===== config.mk =====
export PLATFORM = sky130hd
export DESIGN_NAME = thread_fetch_flat
export DESIGN_NICKNAME = d
export VERILOG_FILES = /design/src/rtl/thread_fetch_if.sv /design/src/rtl/thread_fetch.sv /design/src/flat_wrapper.sv
export SDC_FILE = /design/constraint.sdc
export NUM_CORES = 1
export LEC_CHECK = 0
export ABC_AREA = 1
export CAP_MARGIN = 0
export CELL_PAD_IN_SITES_DETAIL_PLACEMENT = 2
export CELL_PAD_IN_SITES_GLOBAL_PLACEMENT = 2
export CORE_MARGIN = 2
export CORE_UTILIZATION = 28
export DETAILED_ROUTE_END_ITERATION = 16
export PLACE_DENSITY_LB_ADDON = 0.12
export SETUP_SLACK_MARGIN = 0.2
export SYNTH_ARGS = -nofsm -noshare
export SYNTH_HDL_FRONTEND = slang
export SYNTH_SLANG_ARGS = --single-unit

===== constraint.sdc =====
create_clock -name clk -period 3.4 [get_ports clk]
set_input_delay 0.85 -clock clk [delete_from_list [all_inputs] [get_ports clk]]
set_output_delay 0.85 -clock clk [all_outputs]
set_load 0.02 [all_outputs]

===== src/rtl/thread_fetch_if.sv =====
// rtl/thread_fetch_if.sv - instruction-memory request/response/fill bundle between fetch and imem
interface thread_fetch_if #(
  parameter int unsigned PC_W = 32
);
  logic            imem_req_valid;
  logic            imem_req_ready;
  logic [PC_W-1:0] imem_req_addr;
  logic [2:0]      imem_req_thread;
  logic            imem_rsp_valid;
  logic [2:0]      imem_rsp_thread;
  logic            imem_rsp_miss;
  logic [31:0]     imem_rsp_data;
  logic            imem_fill_valid;
  logic [2:0]      imem_fill_thread;

  modport master (
    output imem_req_valid, imem_req_addr, imem_req_thread,
    input  imem_req_ready,
    input  imem_rsp_valid, imem_rsp_thread, imem_rsp_miss, imem_rsp_data,
    input  imem_fill_valid, imem_fill_thread
  );

  modport slave (
    input  imem_req_valid, imem_req_addr, imem_req_thread,
    output imem_req_ready,
    output imem_rsp_valid, imem_rsp_thread, imem_rsp_miss, imem_rsp_data,
    output imem_fill_valid, imem_fill_thread
  );
endinterface


===== src/rtl/thread_fetch.sv =====
// rtl/thread_fetch.sv - per-thread fetch stage; THREAD_FETCH_PERF_EN adds perf_fetch/perf_miss/perf_squash counters
module thread_fetch #(
  parameter int unsigned     N_THREADS  = 8,
  parameter int unsigned     PC_W       = 32,
  parameter logic [PC_W-1:0] RESET_PC   = 32'h0000_1000,
  parameter logic [PC_W-1:0] EXC_VECTOR = 32'h0000_2000
) (
  input  logic                 clk,
  input  logic                 rst,
  input  logic [2:0]           thread,
  output logic [N_THREADS-1:0] stalled,
  thread_fetch_if.master       imem,
  input  logic                 br_en,
  input  logic [2:0]           br_thread,
  input  logic [PC_W-1:0]      br_target,
  input  logic                 exc_en,
  input  logic [2:0]           exc_thread,
  output logic                 dec_valid,
  output logic [2:0]           dec_thread,
  output logic [PC_W-1:0]      dec_pc,
  output logic [31:0]          dec_instr
`ifdef THREAD_FETCH_PERF_EN
  ,
  output logic [31:0]          perf_fetch,
  output logic [31:0]          perf_miss,
  output logic [31:0]          perf_squash
`endif
);

  logic [PC_W-1:0]      pc_q [N_THREADS];
  logic [PC_W-1:0]      pc_d [N_THREADS];
  logic [N_THREADS-1:0] inflight_q, inflight_d;
  logic [N_THREADS-1:0] miss_wait_q, miss_wait_d;
  logic [N_THREADS-1:0] squash_q, squash_d;
  logic                 req_valid_q, req_valid_d;
  logic [PC_W-1:0]      req_addr_q, req_addr_d;
  logic [2:0]           req_thread_q, req_thread_d;
  logic                 dec_valid_q, dec_valid_d;
  logic [2:0]           dec_thread_q, dec_thread_d;
  logic [PC_W-1:0]      dec_pc_q, dec_pc_d;
  logic [31:0]          dec_instr_q, dec_instr_d;

  logic       issue;
  logic       rsp_live;
  logic       rsp_redir;
  logic       rsp_drop;
  logic       rsp_hit;
  logic       rsp_miss_ok;
  logic       br_apply;
  logic [2:0] rt;

  assign stalled = inflight_q | miss_wait_q;

  // A response only counts if its thread still has a fetch outstanding;
  // this is what makes stale responses after reset or squash harmless.
  assign rt          = imem.imem_rsp_thread;
  assign rsp_live    = imem.imem_rsp_valid && inflight_q[rt];
  assign rsp_redir   = (exc_en && exc_thread == rt) || (br_en && br_thread == rt);
  assign rsp_drop    = rsp_live && (rsp_redir || squash_q[rt]);
  assign rsp_hit     = rsp_live && !rsp_drop && !imem.imem_rsp_miss;
  assign rsp_miss_ok = rsp_live && !rsp_drop && imem.imem_rsp_miss;
  assign br_apply    = br_en && !(exc_en && exc_thread == br_thread);
  assign issue       = (!req_valid_q || imem.imem_req_ready) && !stalled[thread];

  // Next state: issue, then response, then fill, then redirects (redirects win on pc)
  always_comb begin
    pc_d         = pc_q;
    inflight_d   = inflight_q;
    miss_wait_d  = miss_wait_q;
    squash_d     = squash_q;
    req_valid_d  = req_valid_q && !imem.imem_req_ready;
    req_addr_d   = req_addr_q;
    req_thread_d = req_thread_q;
    dec_valid_d  = 1'b0;
    dec_thread_d = dec_thread_q;
    dec_pc_d     = dec_pc_q;
    dec_instr_d  = dec_instr_q;

    if (issue) begin
      req_valid_d        = 1'b1;
      req_addr_d         = pc_q[thread];
      req_thread_d       = thread;
      inflight_d[thread] = 1'b1;
    end

    if (rsp_live) begin
      inflight_d[rt] = 1'b0;
      squash_d[rt]   = 1'b0;
    end
    if (rsp_miss_ok) begin
      miss_wait_d[rt] = 1'b1;
    end
    if (rsp_hit) begin
      pc_d[rt]     = pc_q[rt] + PC_W'(4);
      dec_valid_d  = 1'b1;
      dec_thread_d = rt;
      dec_pc_d     = pc_q[rt];
      dec_instr_d  = imem.imem_rsp_data;
    end

    if (imem.imem_fill_valid && miss_wait_q[imem.imem_fill_thread]) begin
      miss_wait_d[imem.imem_fill_thread] = 1'b0;
    end

    // Anything still outstanding for a redirected thread (including a request
    // issued this very cycle) is fetching from the old path and gets squashed.
    if (exc_en) begin
      pc_d[exc_thread] = EXC_VECTOR;
      if (inflight_d[exc_thread]) squash_d[exc_thread] = 1'b1;
    end
    if (br_apply) begin
      pc_d[br_thread] = br_target;
      if (inflight_d[br_thread]) squash_d[br_thread] = 1'b1;
    end
  end

  // State registers with synchronous reset
  always_ff @(posedge clk) begin
    if (rst) begin
      for (int i = 0; i < N_THREADS; i++) pc_q[i] <= RESET_PC;
      inflight_q   <= '0;
      miss_wait_q  <= '0;
      squash_q     <= '0;
      req_valid_q  <= 1'b0;
      req_addr_q   <= '0;
      req_thread_q <= '0;
      dec_valid_q  <= 1'b0;
      dec_thread_q <= '0;
      dec_pc_q     <= '0;
      dec_instr_q  <= '0;
    end else begin
      pc_q         <= pc_d;
      inflight_q   <= inflight_d;
      miss_wait_q  <= miss_wait_d;
      squash_q     <= squash_d;
      req_valid_q  <= req_valid_d;
      req_addr_q   <= req_addr_d;
      req_thread_q <= req_thread_d;
      dec_valid_q  <= dec_valid_d;
      dec_thread_q <= dec_thread_d;
      dec_pc_q     <= dec_pc_d;
      dec_instr_q  <= dec_instr_d;
    end
  end

  assign imem.imem_req_valid  = req_valid_q;
  assign imem.imem_req_addr   = req_addr_q;
  assign imem.imem_req_thread = req_thread_q;
  assign dec_valid            = dec_valid_q;
  assign dec_thread           = dec_thread_q;
  assign dec_pc               = dec_pc_q;
  assign dec_instr            = dec_instr_q;

`ifdef THREAD_FETCH_PERF_EN
  logic [31:0] perf_fetch_q, perf_fetch_d;
  logic [31:0] perf_miss_q, perf_miss_d;
  logic [31:0] perf_squash_q, perf_squash_d;

  // Count hits, accepted misses and discarded responses; wrap naturally
  always_comb begin
    perf_fetch_d  = perf_fetch_q + 32'(rsp_hit);
    perf_miss_d   = perf_miss_q + 32'(rsp_miss_ok);
    perf_squash_d = perf_squash_q + 32'(rsp_drop);
  end

  // Counter registers
  always_ff @(posedge clk) begin
    if (rst) begin
      perf_fetch_q  <= '0;
      perf_miss_q   <= '0;
      perf_squash_q <= '0;
    end else begin
      perf_fetch_q  <= perf_fetch_d;
      perf_miss_q   <= perf_miss_d;
      perf_squash_q <= perf_squash_d;
    end
  end

  assign perf_fetch  = perf_fetch_q;
  assign perf_miss   = perf_miss_q;
  assign perf_squash = perf_squash_q;
`endif

endmodule

===== src/flat_wrapper.sv =====
// flat-port wrapper written by rule: the top's interface ports become plain ports
module thread_fetch_flat 
#(
  parameter int unsigned     N_THREADS  = 8,
  parameter int unsigned     PC_W       = 32,
  parameter logic [PC_W-1:0] RESET_PC   = 32'h0000_1000,
  parameter logic [PC_W-1:0] EXC_VECTOR = 32'h0000_2000
)
  (clk, rst, thread, stalled, br_en, br_thread, br_target, exc_en, exc_thread, dec_valid, dec_thread, dec_pc, dec_instr, imem_imem_req_valid, imem_imem_req_addr, imem_imem_req_thread, imem_imem_req_ready, imem_imem_rsp_valid, imem_imem_rsp_thread, imem_imem_rsp_miss, imem_imem_rsp_data, imem_imem_fill_valid, imem_imem_fill_thread);
  thread_fetch_if #(.PC_W(PC_W)) imem_i ();
  input  logic clk;
  input  logic rst;
  input  logic [2:0] thread;
  output logic [N_THREADS-1:0] stalled;
  input  logic br_en;
  input  logic [2:0] br_thread;
  input  logic [PC_W-1:0] br_target;
  input  logic exc_en;
  input  logic [2:0] exc_thread;
  output logic dec_valid;
  output logic [2:0] dec_thread;
  output logic [PC_W-1:0] dec_pc;
  output logic [31:0] dec_instr;
  output wire logic [$bits(imem_i.imem_req_valid)-1:0] imem_imem_req_valid;
  output wire logic [$bits(imem_i.imem_req_addr)-1:0] imem_imem_req_addr;
  output wire logic [$bits(imem_i.imem_req_thread)-1:0] imem_imem_req_thread;
  input wire logic [$bits(imem_i.imem_req_ready)-1:0] imem_imem_req_ready;
  input wire logic [$bits(imem_i.imem_rsp_valid)-1:0] imem_imem_rsp_valid;
  input wire logic [$bits(imem_i.imem_rsp_thread)-1:0] imem_imem_rsp_thread;
  input wire logic [$bits(imem_i.imem_rsp_miss)-1:0] imem_imem_rsp_miss;
  input wire logic [$bits(imem_i.imem_rsp_data)-1:0] imem_imem_rsp_data;
  input wire logic [$bits(imem_i.imem_fill_valid)-1:0] imem_imem_fill_valid;
  input wire logic [$bits(imem_i.imem_fill_thread)-1:0] imem_imem_fill_thread;
  assign imem_imem_req_valid = imem_i.imem_req_valid;
  assign imem_imem_req_addr = imem_i.imem_req_addr;
  assign imem_imem_req_thread = imem_i.imem_req_thread;
  assign imem_i.imem_req_ready = imem_imem_req_ready;
  assign imem_i.imem_rsp_valid = imem_imem_rsp_valid;
  assign imem_i.imem_rsp_thread = imem_imem_rsp_thread;
  assign imem_i.imem_rsp_miss = imem_imem_rsp_miss;
  assign imem_i.imem_rsp_data = imem_imem_rsp_data;
  assign imem_i.imem_fill_valid = imem_imem_fill_valid;
  assign imem_i.imem_fill_thread = imem_imem_fill_thread;
  thread_fetch #(.N_THREADS(N_THREADS), .PC_W(PC_W), .RESET_PC(RESET_PC), .EXC_VECTOR(EXC_VECTOR)) u_core (.clk(clk), .rst(rst), .thread(thread), .stalled(stalled), .imem(imem_i), .br_en(br_en), .br_thread(br_thread), .br_target(br_target), .exc_en(exc_en), .exc_thread(exc_thread), .dec_valid(dec_valid), .dec_thread(dec_thread), .dec_pc(dec_pc), .dec_instr(dec_instr));
endmodule

==> results of run 1 <==
## cell usage in the layout, fill, tap and decap left out, types with 9 or more instances in the layout
master and count:
nand3b_2 12, a21oi_1 613, nor2_1 182, nor2_2 11, o2111ai_1 27, clkdlybuf4s50_1 193, nor2_4 9, dfxtp_1 384
buf_4 234, nand3_1 229, nand2_1 1143, o21ai_0 365, o21ai_1 29, inv_1 298, clkinv_2 12, clkbuf_8 19
o22ai_1 10, nand4_1 9, clkbuf_16 53, buf_12 66, nor3_1 19, inv_2 16, a31oi_1 29
## state kept, by name, summed over array words and instances, names as in the netlist
| name | cells |
|---|---|
| u_core.pc_q | 256 |
| u_core.imem.imem_req_addr | 32 |
| u_core.imem.imem_req_thread | 3 |
| u_core.dec_thread | 3 |
| u_core.dec_instr | 32 |
| u_core.imem.imem_req_valid | 1 |
| u_core.dec_pc | 32 |
| u_core.miss_wait_q | 8 |
| u_core.squash_q | 8 |
| u_core.dec_valid | 1 |
| u_core.inflight_q | 8 |
## area by class of cell
class                           instances  share of cell area
Clock inverter                         15             0.00528
Multi-Input combinational cell       2741               0.425
Antenna cell                            1           0.0000844
Inverter                              322              0.0409
Timing Repair Buffer                  497               0.170
Clock buffer                           80              0.0546
Tap cell                             1060              0.0447
Sequential cell                       384               0.259
## power by group through the flow
stage	sequential (mW)	combinational (mW)	clock, mW
after floorplan	4.95	0.969	0
after global placement	4.87	2.14	0
after detailed placement	4.89	2.20	0
after CTS	4.79	2.22	5.91
after global routing	4.81	2.38	6.09
final	4.79	2.23	5.80
## per-stage QoR
stage	total power [mW]	hold WS [ns]
6_report	12.8	0.463
5_1_grt	13.3	0.486
4_1_cts	12.9	0.467
3_5_place_dp	7.09	0.458
3_3_place_gp	7.02	0.454
2_1_floorplan	5.92	0.446
## kinds of logic after synthesis
logic type               after synthesis  share of synthesized area
XOR/XNOR                              15                    0.00677
flip-flops                           384                      0.338
AND/OR/NAND/NOR                     1637                      0.297
AO/OA/AOI/OAI                       1088                      0.248
adder cells (fa/ha/maj)                1                   0.000551
buffers and inverters                603                      0.109
## final timing paths
kind | to | slack (ns)
setup / recovery | u_core.pc_q[117]$_SDFF_PP0_ | 0.25
hold / removal | u_core.dec_instr[4]$_SDFFE_PP0N_ | 0.46
setup reg to reg | u_core.pc_q[117]$_SDFF_PP0_ | 0.51
hold reg to reg | u_core.dec_instr[4]$_SDFFE_PP0N_ | 0.46
## what timing repair did
action | CTS | global route
gates resized for setup | 0 | 6
hold buffers | 0 | 0
endpoints found under the setup margin | 0 | 19
## layer usage
layer | global-route usage | up-vias | wire length [um]
met5 | 0 | - | 0
met2 | 0.544 | 962 | 63700
li1 | - | 12700 | -
met4 | 0.127 | 0 | 5970
met1 | 0.405 | 14400 | 58000
met3 | 0.0418 | 343 | 7640
## tightest hold or removal path, stage by stage (launching register included)
cell and delay (ns):
dfxtp_1 0.30, nand2_1 0.06, a21oi_1 0.05
==> reports/results.ini, run 1 <==
[grt]
grt_pass1_wl_um = 199000
grt_start_max_net_pins = 169
first_global_vias = 30500
gr-total-overflow = 0
grt.total_usage = 0.318
antenna_found_initial = 0

[hold_path]
hold_depth = 2
min-delay-start = u_core.dec_instr[4]$_SDFFE_PP0N_
hold_class = register to register

[placement]
placed_area_um2 = 27900
hpwl_um = 89600
preCtsSetupSlack_ns = -0.398
placed_cells = 5004
routabilityCongestion = 0.906
io_buffers = 198

[sta]
timing.final.crit_period_ns = 3.15
slew_violations = 0
rsz0062_at_grt = yes
hold_viol_final = 0
max_slew_margin = 0.317
setup_viol = 0
fmaxAchievable_ghz = 0.317
min_period_over_period = 0.927
clock_skew_ns = 0.0253
tightest_slew_ns = 1.02
fin_ws_ns = 0.247
setup-tns-final_ns = 0

[setup_path]
cp-end-kind = register
reg2reg_depth = 16
rr_startpoint = u_core.pc_q[229]$_SDFF_PP0_
startpoint_type = primary input
required_ns = 3.84
crit_buf_inv = 5
critPathKind = primary input to register
cpPeakStageDelay_ns = 0.31
cpMaxStageDelayCell = nor2_1
startpoint = imem_imem_rsp_thread[2]
crit_top_cell = nand2_1
crit_cells = 16
cp_max_fo = 16
path_cells = buf_2 -> inv_1 -> buf_12 -> buf_4 -> nand2_1 -> nand2_1 -> nand2_1 -> nor2_1 -> nand2_1 -> nor2_1 -> buf_4 -> nand2_1 -> nand2_1 -> nand3_1 -> nand2_1 -> a21oi_1
cpLargestDelayFamily = simple AND/OR/NAND/NOR gates
crit_arrival_ns = 3.60

[yosys]
synth_top_cells_by_count = nand2_1, a21oi_1, dfxtp_1
synth_fp_nets = 3816
yosys_warnings = 0
netlist_instances = 3728
async_flop_share = 0
synthMostInstantiatedCell = nand2_1
ys_ff_latch = 384
synth-edff-count = 0
synth_largest_area_cell = dfxtp_1
syn_avg_cell_area_um2 = 6.09
synth_seq_area_share = 0.338
synthTopCellsByArea = dfxtp_1, nand2_1, a21oi_1
synth_top_area_share = 0.338
synth.distinct_cells = 44
synthesis.area_um2 = 22700
ys.flop_type = dfxtp_1

[floorplan]
die_area_um2 = 83400
coreArea_um2 = 80400
io-pin-count = 199
initial_core_util = 0.283
die_w_um = 289
die_h_um = 289
rows = 104

[detailed_routing]
ant_nets = 0
viasPerCell = 5.57
drc_errors = 0
drt_iter0_drc = 1809
drt_wl_total_um = 135000
vias = 28400
wl_per_cell_um = 26.5
first_pass_iters = 5

[finish]
area_growth_syn_to_layout_pct = 30.5
final_area_um2 = 29600
nets = 4085
stdcell_count = 5100
multi_input_area_um2 = 12600
drive_above_1_share = 0.116
ff_latch_area_um2 = 7690
fill_cells = 9717
post-route-util = 0.369

[power]
pwr-share-clk = 0.452
power_switching_mw = 3.92
comb_power_share = 0.174
cellLeakagePower_nw = 11.0
powerDensity_nw_per_um2 = 433
vdd_ir_drop_max_uv = 344
pwr-share-seq = 0.373
p_sw_frac = 0.305
p_int_mw = 8.91

[run]
maxCapViolCount = 0

[clock_network]
cts_tree = yes
htreeDepth = 2
post_cts_buffers = 0
insertion_delay_ns = 0.62
cts_buffer_depth = 3
cts_inserted_buffers = 51
cts_sinks = 384
cts.clk_slew.worst_paths_ns = 0.06
clockRootBuffer = clkbuf_16

[outcome]
status = finished, final reports clean

Note: power is estimated with default switching activity, not from simulation.
==> inputs of run 2 (changes only) <==
--- a/config.mk
+++ b/config.mk
@@ -14,6 +14,7 @@
 export DETAILED_ROUTE_END_ITERATION = 16
 export PLACE_DENSITY_LB_ADDON = 0.12
 export SETUP_SLACK_MARGIN = 0.2
+export SLEW_MARGIN = 20
 export SYNTH_ARGS = -nofsm -noshare
 export SYNTH_HDL_FRONTEND = slang
 export SYNTH_SLANG_ARGS = --single-unit
==> results of run 2 <==
The final DEF is identical to that of run 1; final timing and power are the same.
